[config.mk]
export PLATFORM = sky130hd
export DESIGN_NAME = jesd204b_dll_tx
export DESIGN_NICKNAME = d
export VERILOG_FILES = /design/src/rtl/jesd204b_dll_tx.sv
export SDC_FILE = /design/constraint.sdc
export NUM_CORES = 1
export LEC_CHECK = 0
export CORE_MARGIN = 2
export CORE_UTILIZATION = 33
export DETAILED_ROUTE_END_ITERATION = 6
export GPL_ROUTABILITY_DRIVEN = 1
export GPL_TIMING_DRIVEN = 1
export PLACE_DENSITY = 0.77
export SLEW_MARGIN = 20
export SYNTH_ARGS = -nofsm -noshare
export SYNTH_HDL_FRONTEND = slang
export SYNTH_SLANG_ARGS = --single-unit
[constraint.sdc]
create_clock -name clk -period 3.1 [get_ports clk]
set_clock_uncertainty 0.2 [all_clocks]
set_input_delay 0.465 -clock clk [delete_from_list [all_inputs] [get_ports clk]]
set_output_delay 0.465 -clock clk [all_outputs]
set_load 0.05 [all_outputs]
[src/rtl/jesd204b_dll_tx.sv]
// JESD204B transmit data-link layer: CGS, ILAS and DATA (optionally scrambled) lane words.
// Latency: every output is registered; a DATA word appears one cycle after its tx_datain.
// No backpressure: sync_n from the receiver is the only flow control.
module jesd204b_dll_tx #(
  parameter int F        = 4,
  parameter int K        = 32,
  parameter int ILAS_MF  = 4,
  parameter int SCRAMBLE = 0
) (
  input  logic         clk,
  input  logic         rst,
  input  logic         sync_n,
  input  logic [31:0]  tx_datain,
  input  logic [111:0] cfg_data,
  output logic [31:0]  tx_dataout,
  output logic [3:0]   tx_charisk,
  output logic         link_up
);

  localparam int MF_WORDS = F * K / 4;
  localparam int LW = $clog2(MF_WORDS);
  localparam int MW = (ILAS_MF > 1) ? $clog2(ILAS_MF) : 1;
  localparam logic [LW-1:0] LMFC_LAST = LW'(MF_WORDS - 1);
  localparam logic [MW-1:0] MF_LAST = MW'(ILAS_MF - 1);

  typedef enum logic [1:0] {CGS, ILAS, DATA} state_t;

  state_t          state, state_nxt;
  logic            sync_r;
  logic [LW-1:0]   lmfc_cnt, lmfc_nxt;
  logic            lmfc_wrap;
  logic [MW-1:0]   mf_cnt, mf_nxt;
  logic [14:0]     scr, scr_nxt;
  logic [31:0]     scr_dat, dat_nxt;
  logic [3:0]      k_nxt;

  // lmfc_cnt tracks the word on tx_dataout, so outputs are built from lmfc_nxt.
  assign lmfc_wrap = (lmfc_cnt == LMFC_LAST);
  assign lmfc_nxt  = lmfc_wrap ? '0 : lmfc_cnt + 1'b1;

  // 1+x^14+x^15 self-synchronous scrambler, bit 31 is first in serial order.
  always_comb begin
    logic [14:0] h;
    h       = scr;
    scr_dat = '0;
    for (int i = 31; i >= 0; i--) begin
      scr_dat[i] = tx_datain[i] ^ h[13] ^ h[14];
      h          = {h[13:0], scr_dat[i]};
    end
    scr_nxt = h;
  end

  always_ff @(posedge clk) begin
    if (rst) state <= CGS;
    else     state <= state_nxt;
  end

  always_comb begin
    int          n;
    logic [7:0]  oct;
    logic        kb;
    logic [111:0] cfg_sh;
    n         = 0;
    oct       = '0;
    kb        = 1'b0;
    cfg_sh    = '0;
    state_nxt = state;
    mf_nxt    = mf_cnt;
    dat_nxt   = 32'hBCBC_BCBC;
    k_nxt     = 4'hF;

    case (state)
      CGS: begin
        mf_nxt = '0;
        if (sync_r && lmfc_wrap) state_nxt = ILAS;
      end
      ILAS: begin
        // Loss of sync wins over ILAS completion.
        if (!sync_r) begin
          state_nxt = CGS;
        end else if (lmfc_wrap) begin
          if (mf_cnt == MF_LAST) state_nxt = DATA;
          else                   mf_nxt = mf_cnt + 1'b1;
        end
      end
      default: begin
        if (!sync_r) state_nxt = CGS;
      end
    endcase

    if (state_nxt == DATA) begin
      dat_nxt = (SCRAMBLE != 0) ? scr_dat : tx_datain;
      k_nxt   = 4'h0;
    end else if (state_nxt == ILAS) begin
      for (int i = 0; i < 4; i++) begin
        n   = int'(lmfc_nxt) * 4 + i;
        oct = n[7:0];
        kb  = 1'b0;
        if (n == 0) begin
          oct = 8'h1C;
          kb  = 1'b1;
        end else if (n == F * K - 1) begin
          oct = 8'h7C;
          kb  = 1'b1;
        end else if (mf_nxt == MW'(1) && n == 1) begin
          oct = 8'h9C;
          kb  = 1'b1;
        end else if (mf_nxt == MW'(1) && n >= 2 && n <= 15) begin
          cfg_sh = cfg_data << (8 * (n - 2));
          oct    = cfg_sh[111:104];
        end
        dat_nxt[8*(3-i) +: 8] = oct;
        k_nxt[3-i]            = kb;
      end
    end
  end

  always_ff @(posedge clk) begin
    if (rst) begin
      sync_r     <= 1'b0;
      lmfc_cnt   <= '0;
      mf_cnt     <= '0;
      scr        <= '0;
      tx_dataout <= 32'hBCBC_BCBC;
      tx_charisk <= 4'hF;
      link_up    <= 1'b0;
    end else begin
      sync_r     <= sync_n;
      lmfc_cnt   <= lmfc_nxt;
      mf_cnt     <= mf_nxt;
      scr        <= (state_nxt == DATA) ? scr_nxt : '0;
      tx_dataout <= dat_nxt;
      tx_charisk <= k_nxt;
      link_up    <= (state_nxt == DATA);
    end
  end

endmodule

==> results.toml, run 1 <==
[run_status]
outcome = "finished, final reports clean"

[yosys]
seq_area_frac_synth_pct = 32.7
synth_nets = 502
synth-edff-count = 0
postSynthCellCount = 348
yosys-top-cells-area = "dfxtp_1 33%, mux4_2 11%, nand2_1 8.1%"
yosysMostFrequentCell = "nand2_1"
netlist_top_cells_count = "62 x nand2_1, 47 x dfxtp_1, 40 x nor2_1"
synth_flop_cell = "dfxtp_1"
syn_avg_cell_area_um2 = 8.28
async_flop_share_pct = 0
synth_top_area_cell = "dfxtp_1"
synth.distinct_cells = 51
syn_area_um2 = 2880
synth_seq_cells = 47
ys_warn_count = 0
synth_top_area_share_pct = 32.7

[timing]
period_needed_ps = 2880
finalHoldViolations = 0
period_share_pct = 92.8
finalWorstSetupSlack_ps = 224
holdWs_ps = 370
rsz0062_at_grt = "no"
tightest_slew_ps = 613
setup_viol = 0
slew_headroom_pct = 59.0
slew_violations = 0
fmax_mhz = 348
setup_tns_ps = 0

[final_layout]
fin_area_um2 = 5020
nNetsFinal = 688
n_antenna_cell = 0
syn2layout_area_growth_pct = 74.4
nFillCells = 781
drive_gt1_share_pct = 10.1

[detailed_routing]
dr.pass1.iters = 4
wl_per_cell_um = 17.2
routed_wl_um = 11100
drt-initial-drc-count = 189
via_per_inst = 5.23
drc_errors = 0
route.vias.total = 3366
detail-route-antenna-nets = 0

[die]
floorplan.initialDensity_pct = 33.5
die_h_um = 97.4
ios = 184
die-area_um2 = 9500
die_w_um = 97.4
rows = 34
core_area_um2 = 8590

[clock_tree]
clockBufferDepth = 2
cts_tree = "done"
root_buffer = "clkbuf_8"
path_clk_slew_ps = 90
cts_hold_buf = 0
cts_inserted_buffers = 5
htreeDepth = 2
clock_sinks = 47
insertion_delay_ps = 300

[worst_setup_path]
startpoint_type = "flip-flop"
critPathSlowestCell = "o32a_1"
startpoint = "lmfc_cnt[0]"
end_kind = "flip-flop"
path_max_fanout = 10
cp_cell_sequence = "ha_1 -> and3_1 -> ha_1 -> nor2b_1 -> nand4_1 -> o211ai_1 -> inv_1 -> ha_1 -> nor2b_4 -> nor2b_1 -> buf_4 -> nand2_1 -> o32a_1"
crit_end = "tx_dataout[3]"
rr_worst_depth = 13
timing.rr.end = "tx_dataout[3]"
crit_buf_inv = 2
path_common_cell = "ha_1"
rr_startpoint = "lmfc_cnt[0]"
crit_family = "simple AND/OR/NAND/NOR gates"
crit_type = "reg2reg"
critPathArrivalTime_ps = 2870
max_stage_delay_ps = 370
crit_cells = 13
reg2reg_slack_ps = 220
cp.required_ps = 3090

[placed_design]
port_buffers = 183
gp_congestion = 0.900
dp_slack_ps = 133
place_area_um2 = 4890
dp_hpwl_um = 8790

[pwr]
powerDensity_nw_per_um2 = 302
max-vdd-ir-drop_v = 0.000196
p_leak_uw = 0.00190

[run]
maxCapViolations = 0

[min_path]
hold_path.class = "reg2reg"

[global_routing]
grt_pass1_vias = 3514
grt_max_degree = 24
grt_usage_pct = 22.7
grt_pass1_wl_um = 17400
grt-ovfl-total = 0
antenna_found_initial = 0
-- worst register-to-register path: cells and delay by family, from the launching register on --
| family | cells | cell delay (ps) |
|---|---|---|
| flip-flops | 1 | 320 |
| AND/OR/NAND/NOR | 6 | 900 |
| AO/OA/AOI/OAI | 2 | 500 |
| adder cells (fa/ha/maj) | 3 | 610 |
| buffers and inverters | 2 | 270 |
-- worst min-delay path by stage --
stage / start / to / slack (ps) / cells after the start
after global routing: state[1] / mf_cnt[1] / 410 / 2
after global placement: sync_r / state[1] / 330 / 2
final: sync_r / state[1] / 370 / 2
after floorplan: sync_r / state[1] / 290 / 2
after detailed placement: state[0] / mf_cnt[1] / 340 / 2
after CTS: sync_r / state[1] / 360 / 2
-- cells in the final DEF, fill, tap and decap left out, types with 2 or more instances in the layout --
master	n
nor3_1	3
a31oi_1	4
inv_1	5
o21ai_0	19
clkdlybuf4s50_1	183
mux4_2	14
nand2b_1	4
nand3b_1	3
o21ai_1	4
a211oi_4	2
mux2i_1	9
and2_1	3
nand4_1	2
or2_2	3
o211ai_1	2
ha_1	7
nand3_1	4
o32a_1	7
and3_1	4
nor2_1	39
nor4_1	3
nor2b_1	9
a21oi_1	38
a41oi_1	2
nand2_1	61
o22ai_1	2
clkbuf_8	5
buf_4	18
o21a_1	3
dfxtp_1	46
-- registers in the layout, summed over array words and instances (netlist names) --
| name | flops |
|---|---|
| lmfc_cnt | 5 |
| sync_r | 1 |
| state | 2 |
| tx_charisk | 4 |
| mf_cnt | 2 |
| link_up | 1 |
| tx_dataout | 32 |
-- final cells by class --
cell class | count | area, µm² | area share (%)
repair buffers | 202 | 1990 | 39.5
flip-flops and latches | 47 | 942 | 18.8
multi-input cells | 273 | 1830 | 36.4
inverters | 5 | 18.8 | 0.374
clock inverters | 3 | 46.3 | 0.921
well taps | 108 | 135 | 2.69
clock buffers | 5 | 68.8 | 1.37
-- per-layer routing --
metal	routed length, µm	GRT usage, %	vias to the layer above	part of all wire (%)
li1	-	-	1615	-
met1	4590	28.2	1570	41
met2	5430	39.5	163	49
met3	833	4.60	18	7.5
met4	236	7.16	0	2.1
met5	0	0	-	0
-- report_power, final --
part	switching, µW	internal [µW]	total [µW]
logic	173	270	443
clock network	220	243	463
registers	3.71	607	611
total	396	1120	1520
-- kinds of logic after synthesis --
kind of cell | count (synthesis) | share of synthesized area [%]
buf+inv | 28 | 4.39
simple gates | 144 | 22.4
xor+xnor | 2 | 0.608
mux | 25 | 15.0
fa+ha+maj | 7 | 3.04
compound gates | 95 | 21.9
flops | 47 | 32.7
-- repair_timing --
action,in CTS,in global routing
gates resized for setup,0,3
buffers inserted,0,2
endpoints found under the setup margin,0,13
-- through the flow --
stage,utilization (%),instances,power [µW]
after floorplan,-,348,819
after global placement,56.9,633,1060
after detailed placement,56.9,633,1060
after CTS,58.2,641,1520
after global routing,58.5,643,1580
final,58.5,643,1520
(Power assumes the default switching activity.)
==> run 2: changes to the inputs <==
--- a/config.mk
+++ b/config.mk
@@ -5,12 +5,13 @@
 export SDC_FILE = /design/constraint.sdc
 export NUM_CORES = 1
 export LEC_CHECK = 0
-export CORE_MARGIN = 2
+export CORE_ASPECT_RATIO = 1.2
 export CORE_UTILIZATION = 33
 export DETAILED_ROUTE_END_ITERATION = 6
 export GPL_ROUTABILITY_DRIVEN = 1
 export GPL_TIMING_DRIVEN = 1
 export PLACE_DENSITY = 0.77
+export REMOVE_ABC_BUFFERS = 1
 export SLEW_MARGIN = 20
 export SYNTH_ARGS = -nofsm -noshare
 export SYNTH_HDL_FRONTEND = slang
==> run 2 against run 1 <==
Effect of this change: hold slack got worse by 5.6 ps; worst setup slack improved by 29 ps; flip-flop and latch count is the same; clock-buffer cell count up 1; global-route usage rose by 0.31 points; routed wire length down 3.6%; utilization grew 0.12 points; first-iteration DRC count increased by 2.6%; power is 6.0% lower; maximum frequency grew 1.0%; final area decreased by 0.67%; critical path type unchanged; largest cell class unchanged; highest routed layer unchanged.
==> results.toml, run 2 (synthesized netlist as in run 1, its figures left out) <==
[run_status]
outcome = "finished, final reports clean"

[global_routing]
grt-ovfl-total = 0
grt_usage_pct = 23.0
grt_pass1_wl_um = 16300
grt_max_degree = 24
antenna_found_initial = 0
grt_pass1_vias = 3343

[final_layout]
regMostFlops = "tx_dataout"
multi_input_area_um2 = 1820
fin_util_pct = 58.6
instances_no_fill = 649
fin_area_um2 = 4990
syn2layout_area_growth_pct = 73.2
drive_gt1_share_pct = 9.77
largest_reg_flops = 32
final_common_cell = "clkdlybuf4s50_1"
seq_area_um2 = 942
top_regs = "tx_dataout: 32 flops, lmfc_cnt: 5 flops, tx_charisk: 4 flops"
most-common-layout-cells = "183 x clkdlybuf4s50_1, 62 x nand2_1, 46 x dfxtp_1"
nNetsFinal = 686
n_antenna_cell = 0
nFillCells = 788

[placed_design]
dp_hpwl_um = 8500
port_buffers = 183
place_area_um2 = 4890
dp_slack_ps = 152
dp_cells = 642
gp_congestion = 0.841

[timing]
setup_viol = 0
rsz0062_at_grt = "no"
tightest_slew_ps = 687
period_needed_ps = 2850
setup_tns_ps = 0
finalWorstSetupSlack_ps = 252
fmax_mhz = 351
period_share_pct = 91.9
slew_headroom_pct = 54.1
slew_violations = 0
finalHoldViolations = 0

[worst_setup_path]
cp.required_ps = 3090
crit_type = "reg2reg"
path_max_fanout = 8
startpoint_type = "flip-flop"
end_kind = "flip-flop"
critPathArrivalTime_ps = 2840

[detailed_routing]
drt-initial-drc-count = 194
route.vias.total = 3360
drc_errors = 0
dr.pass1.iters = 5
via_per_inst = 5.18
wl_per_cell_um = 16.5
routed_wl_um = 10700
detail-route-antenna-nets = 0

[pwr]
power_frac_seq_pct = 42.9
internal_power_uw = 1050
combPwrFrac_pct = 30.8
max-vdd-ir-drop_v = 0.000185
p_leak_uw = 0.00188
switching_power_uw = 374
powerDensity_nw_per_um2 = 286
p_sw_share_pct = 26.2
p_clk_share_pct = 26.3

[min_path]
hold_path.class = "reg2reg"

[die]
core_area_um2 = 8520
floorplan.initialDensity_pct = 33.8
rows = 37
die_w_um = 87.3
ios = 184
die_h_um = 104
die-area_um2 = 9110

[clock_tree]
cts_tree = "done"
cts_inserted_buffers = 5
htreeDepth = 2
root_buffer = "clkbuf_8"
path_clk_slew_ps = 80
insertion_delay_ps = 300
clockBufferDepth = 2
clock_sinks = 47

[run]
maxCapViolations = 0
[run 2: cell count changes in the layout (fill, tap and decap cells not counted), sizes merged]
cell	previous run	this run
buf	19	17
bufinv	1	0
clkbuf	5	6
clkinv	0	1
clkinvlp	1	0
inv	6	5
[run 2: final cells by class]
cell class	count	share of cell area, %
clock buffers	6	1.65
clock inverters	1	0.100
inverters	5	0.376
multi-input cells	273	36.6
flip-flops and latches	47	18.9
well taps	117	2.93
repair buffers	200	39.5
[run 2: power groups by stage]
stage	sequential, µW	clock, µW	combinational [µW]
2_1_floorplan	626	0	184
3_3_place_gp	626	0	432
3_5_place_dp	626	0	439
4_1_cts	612	390	442
5_1_grt	613	409	472
6_report	612	374	439
[run 2: per-stage QoR]
stage / total power, µW / hold slack (ps)
final: 1430 / 365
after global placement: 1060 / 335
after global routing: 1490 / 384
after detailed placement: 1060 / 348
after CTS: 1440 / 362
after floorplan: 811 / 290
[run 2: layer usage]
layer / track usage [%] / share of wire (%) / up-vias
li1: - / - / 1615
met3: 4.84 / 8.8 / 18
met2: 43.2 / 52 / 175
met1: 25.8 / 38 / 1552
met5: 0 / 0 / -
met4: 5.39 / 1.7 / 0
[run 2: worst max-delay path, cell delays in order, from the launching register on]
cell and delay (ps):
dfxtp_2 380, ha_1 180, and3_1 200, ha_2 240
nor2b_1 180, o211ai_1 140, inv_1 90, ha_1 120
nor2b_1 160, nor2b_2 180, buf_4 160, nand2_1 130
o32a_1 370
[run 2: what timing repair did]
action,4_1_cts,5_1_grt
endpoints found under the setup margin,0,14
setup buffers,0,0
hold buffers,0,0
gates resized for setup,0,3
[run 2: final timing paths]
check,endpoint,start,cells past startpoint,slack [ps]
max reg2reg,tx_dataout[19],lmfc_cnt[1],12,250
min reg2reg,state[1],sync_r,2,360
min,state[1],sync_r,2,360
max,tx_dataout[19],lmfc_cnt[1],12,250
